`config.mk`:
```
export PLATFORM = sky130hd
export DESIGN_NAME = fetch_stage
export DESIGN_NICKNAME = d
export VERILOG_FILES = /design/src/rtl/fetch_stage.sv
export SDC_FILE = /design/constraint.sdc
export NUM_CORES = 1
export LEC_CHECK = 0
export CAP_MARGIN = 40
export CORE_UTILIZATION = 45
export DETAILED_ROUTE_END_ITERATION = 10
export HOLD_SLACK_MARGIN = 0.02
export PLACE_DENSITY = 0.79
export SETUP_SLACK_MARGIN = 0.2
export SYNTH_ARGS = -nofsm -noshare
export SYNTH_HDL_FRONTEND = slang
export SYNTH_SLANG_ARGS = --single-unit
```
`constraint.sdc`:
```
create_clock -name clk -period 2.1 [get_ports clk]
set_input_delay 0.42 -clock clk [delete_from_list [all_inputs] [get_ports clk]]
set_output_delay 0.42 -clock clk [all_outputs]
set_load 0.005 [all_outputs]
```
`src/rtl/fetch_stage.sv`:
```
// Instruction-fetch stage with IF/ID pipeline register: PC, redirect flush,
// stall hold and a terminal HALTED state left only through reset.
module fetch_stage #(
  parameter int         PC_WIDTH  = 8,
  parameter logic [8:0] NOP_INSTR = 9'b110110000
) (
  input  logic                clk,
  input  logic                reset,
  input  logic                stall,
  input  logic                branch_taken,
  input  logic [PC_WIDTH-1:0] branch_target,
  input  logic                halt_in,
  input  logic [8:0]          imem_data,
  output logic [PC_WIDTH-1:0] imem_addr,
  output logic [8:0]          if_id_instr,
  output logic [PC_WIDTH-1:0] if_id_pc,
  output logic                if_id_valid,
  output logic                done,
  output logic [15:0]         fetch_count
);

  // state  | meaning
  // RUN    | fetching; redirects, halts and stalls are honoured
  // HALTED | everything frozen, IF/ID holds a bubble, done=1

  typedef enum logic {RUN, HALTED} state_t;

  state_t              state;
  logic [PC_WIDTH-1:0] pc;

  // The ROM address is the PC register itself, so it only moves on edges.
  assign imem_addr = pc;

  always_ff @(posedge clk) begin
    if (reset) begin
      state       <= RUN;
      pc          <= '0;
      if_id_instr <= NOP_INSTR;
      if_id_pc    <= '0;
      if_id_valid <= 1'b0;
      done        <= 1'b0;
      fetch_count <= '0;
    end else begin
      case (state)
        RUN: begin
          if (branch_taken) begin
            // The word fetched this cycle is on the wrong path: squash it.
            pc          <= branch_target;
            if_id_instr <= NOP_INSTR;
            if_id_valid <= 1'b0;
          end else if (halt_in) begin
            if_id_instr <= NOP_INSTR;
            if_id_valid <= 1'b0;
            done        <= 1'b1;
            state       <= HALTED;
          end else if (!stall) begin
            if_id_instr <= imem_data;
            if_id_pc    <= pc;
            if_id_valid <= 1'b1;
            pc          <= pc + PC_WIDTH'(1);
            if (fetch_count != 16'hFFFF)
              fetch_count <= fetch_count + 16'd1;
          end
        end
        HALTED: begin
          done <= 1'b1;
        end
        default: state <= RUN;
      endcase
    end
  end

endmodule

```
==> impl_metrics.toml <==
[status]
status = "complete, no violations"

[power_and_ir_drop]
powerDensity_nw_per_um2 = 568
vdd_drop_max_uv = 504
power.static_leakage_nw = 1.05

[timing]
period_minus_slack_ns = 1.84
hold_slack_ns = 0.455
setup_viol = 0
worst_slew_pin_slew_ns = 0.312
hold_viol = 0
fmax_mhz = 545
finalClockSkew_ns = 0.00899
slew_headroom_pct = 79.1
rsz0062_at_grt = "yes"
maxSlewViolCount = 0
finalCritPeriodShare_pct = 87.4

[clock_tree]
root_buffer = "clkbuf_8"
clock_sinks = 44
cts_buffers = 5
insertion_delay_ns = 0.31
cts_hold_buf = 0
htreeDepth = 2
cts_max_path_buffers = 2
clk_pin_slew_ns = 0.08
tritoncts = "built"

[hold_path]
holdCritStartpoint = "done"
min_path_cells = 2
min_path_type = "reg -> reg"
holdPathEnd = "done"

[cells_and_area]
syn2layout_area_growth_pct = 52.2
antenna_cells = 0
fillCellCount = 331
drive_gt1_share_pct = 13.1
design_area_um2 = 2920
nets = 343

[critical_path]
critPathLaunchType = "flip-flop"
cp_max_fo = 8
critical_path_class = "reg -> reg"
cp.arrival_ns = 2.04
ff2ff_path_depth = 7
end_kind = "flip-flop"
cp.required_ns = 2.30
rr_endpoint = "fetch_count[1]"
rrSetupSlack_ns = 0.26
r2r-start = "fetch_count[0]"
critical_path.startpoint = "fetch_count[0]"

[synth]
synth-edff-count = 0
synth.net_count = 254
syn_area_per_cell_um2 = 8.35
netlist_area_um2 = 1920
synth.distinct_cells = 36
syn_inst = 230
async_reset_ff_share_pct = 0
synthFlopType = "dfxtp_1"
synth_warnings = 0
ys_seq_area_share_pct = 45.9
ys_seq_elements = 44

[placed_design]
dpl.hpwl_um = 3720
port_buffers = 64
placed_cell_area_um2 = 2800
routabilityCongestion = 0.855

[die]
die_h_um = 67.3
start_util_pct = 47.3
die_w_um = 67.3
num_rows = 23
die_area_um2 = 4530
core_um2 = 4060
io_pins = 65

[detailed_routing]
route.detailed.drc = 0
drt.antenna.violating_nets = 0
avgRoutedWirePerCell_um = 14.4
via_per_inst = 5.59
drt_iter0_drc = 142
dr.pass1.iters = 4
finalWirelength_um = 5340
vias = 2068

[global_route]
grt_pass1_wl_um = 8290
grt_pass1_vias = 1892
grt_max_degree = 45
globalRouteTotalUtil_pct = 24.6
grt_overflow = 0
antenna_found_initial = 0

[run]
drv_cap = 0
worst max-delay path: stages (launching register included):
cell and delay (ns):
dfxtp_1 0.34, ha_1 0.23, nand4_1 0.21, o41ai_4 0.40, buf_4 0.22, buf_4 0.13
mux2i_1 0.17, nor2_1 0.05
cells by family (layout without fill, tap and decap cells):
family                   after synthesis  after routing  share of synthesized area [%]
flip-flops                            44             44                           45.9
AND/OR/NAND/NOR                       89             89                           24.0
buffers and inverters                 16            106                           3.32
multiplexers                           3              3                           1.56
AO/OA/AOI/OAI                         75             75                           23.5
XOR/XNOR                               1              1                          0.456
adder cells (fa/ha/maj)                2              2                           1.30
per-stage QoR:
stage | utilization [%] | TNS (ns) | std cells | power, mW | setup WS (ns)
2_1_floorplan | - | 0 | 230 | 0.988 | 0.256
5_1_grt | 72.0 | 0 | 370 | 1.72 | 0.155
6_report | 72.0 | 0 | 370 | 1.66 | 0.265
4_1_cts | 71.8 | 0 | 369 | 1.66 | 0.200
3_5_place_dp | 68.9 | -1.98 | 360 | 1.12 | -0.183
3_3_place_gp | 68.9 | -1.13 | 360 | 1.11 | -0.139
Yosys cell counts, drive strengths merged, types with 3 or more instances:
library cell | instances | area share (%)
and3 | 4 | 1.3
buf | 4 | 0.98
a21oi | 31 | 8.1
a22oi | 5 | 2.0
dfxtp | 44 | 46
mux2i | 3 | 1.6
or3 | 12 | 3.9
nand3 | 7 | 1.8
nor2 | 15 | 2.9
inv | 3 | 0.59
clkbuf | 8 | 1.6
or4 | 5 | 2.0
o22ai | 4 | 1.3
o31ai | 5 | 2.0
nand2b | 4 | 1.3
nand4 | 8 | 2.6
a211oi | 5 | 2.0
o21ai | 16 | 4.2
nand2 | 29 | 5.7
worst max-delay path by stage:
stage | end | cells after the start
floorplan | fetch_count[11] | 6
global placement | fetch_count[12] | 5
detailed placement | fetch_count[5] | 6
CTS | fetch_count[1] | 7
global route | fetch_count[0] | 7
finish | fetch_count[1] | 7
state kept, by name (all words and copies together), names as in the netlist:
| signal | count |
|---|---|
| done | 1 |
| state | 1 |
| if_id_pc | 8 |
| if_id_instr | 9 |
| if_id_valid | 1 |
| fetch_count | 16 |
| imem_addr | 8 |
power breakdown:
| group | switching [mW] | internal [mW] | total [mW] | leakage [nW] |
|---|---|---|---|---|
| registers | 0.0280 | 0.857 | 0.885 | 0.357 |
| clock network | 0.298 | 0.263 | 0.560 | 0.0510 |
| logic | 0.0925 | 0.122 | 0.215 | 0.642 |
| total | 0.418 | 1.24 | 1.66 | 1.05 |
routing by layer:
metal / routed length [µm] / GRT usage (%) / up-vias
li1: - / - / 1022
met1: 2360 / 30.0 / 976
met4: 120 / 11.4 / 0
met5: 0 / 0 / -
met2: 2570 / 39.8 / 59
met3: 289 / 6.93 / 11
what timing repair did:
action | in CTS | in global routing
resized for setup | 4 | 1
endpoints found under the setup margin | 12 | 10
hold endpoints to repair | 0 | 0
pin swaps | 1 | 4
setup buffers | 1 | 1
cells in the final DEF, fill, tap and decap left out, types with 6 or more instances in the layout:
master and count:
clkbuf_8 6, or3_1 12, o21ai_0 16, clkdlybuf4s50_1 61, nor2_1 15, buf_4 29, nand3_1 7, a21oi_1 31
dfxtp_1 44, nand2_1 29, nand4_1 8
layout make-up:
| class | instances | area (µm²) | share of cell area, % |
|---|---|---|---|
| well taps | 50 | 62.6 | 2.14 |
| repair buffers | 94 | 878 | 30.1 |
| multi-input cells | 170 | 993 | 34.0 |
| clock buffers | 6 | 82.6 | 2.83 |
| inverters | 4 | 15.0 | 0.514 |
| clock inverters | 2 | 10.0 | 0.342 |
| flip-flops and latches | 44 | 881 | 30.1 |
No activity file was read; power rests on OpenSTA's default activity.
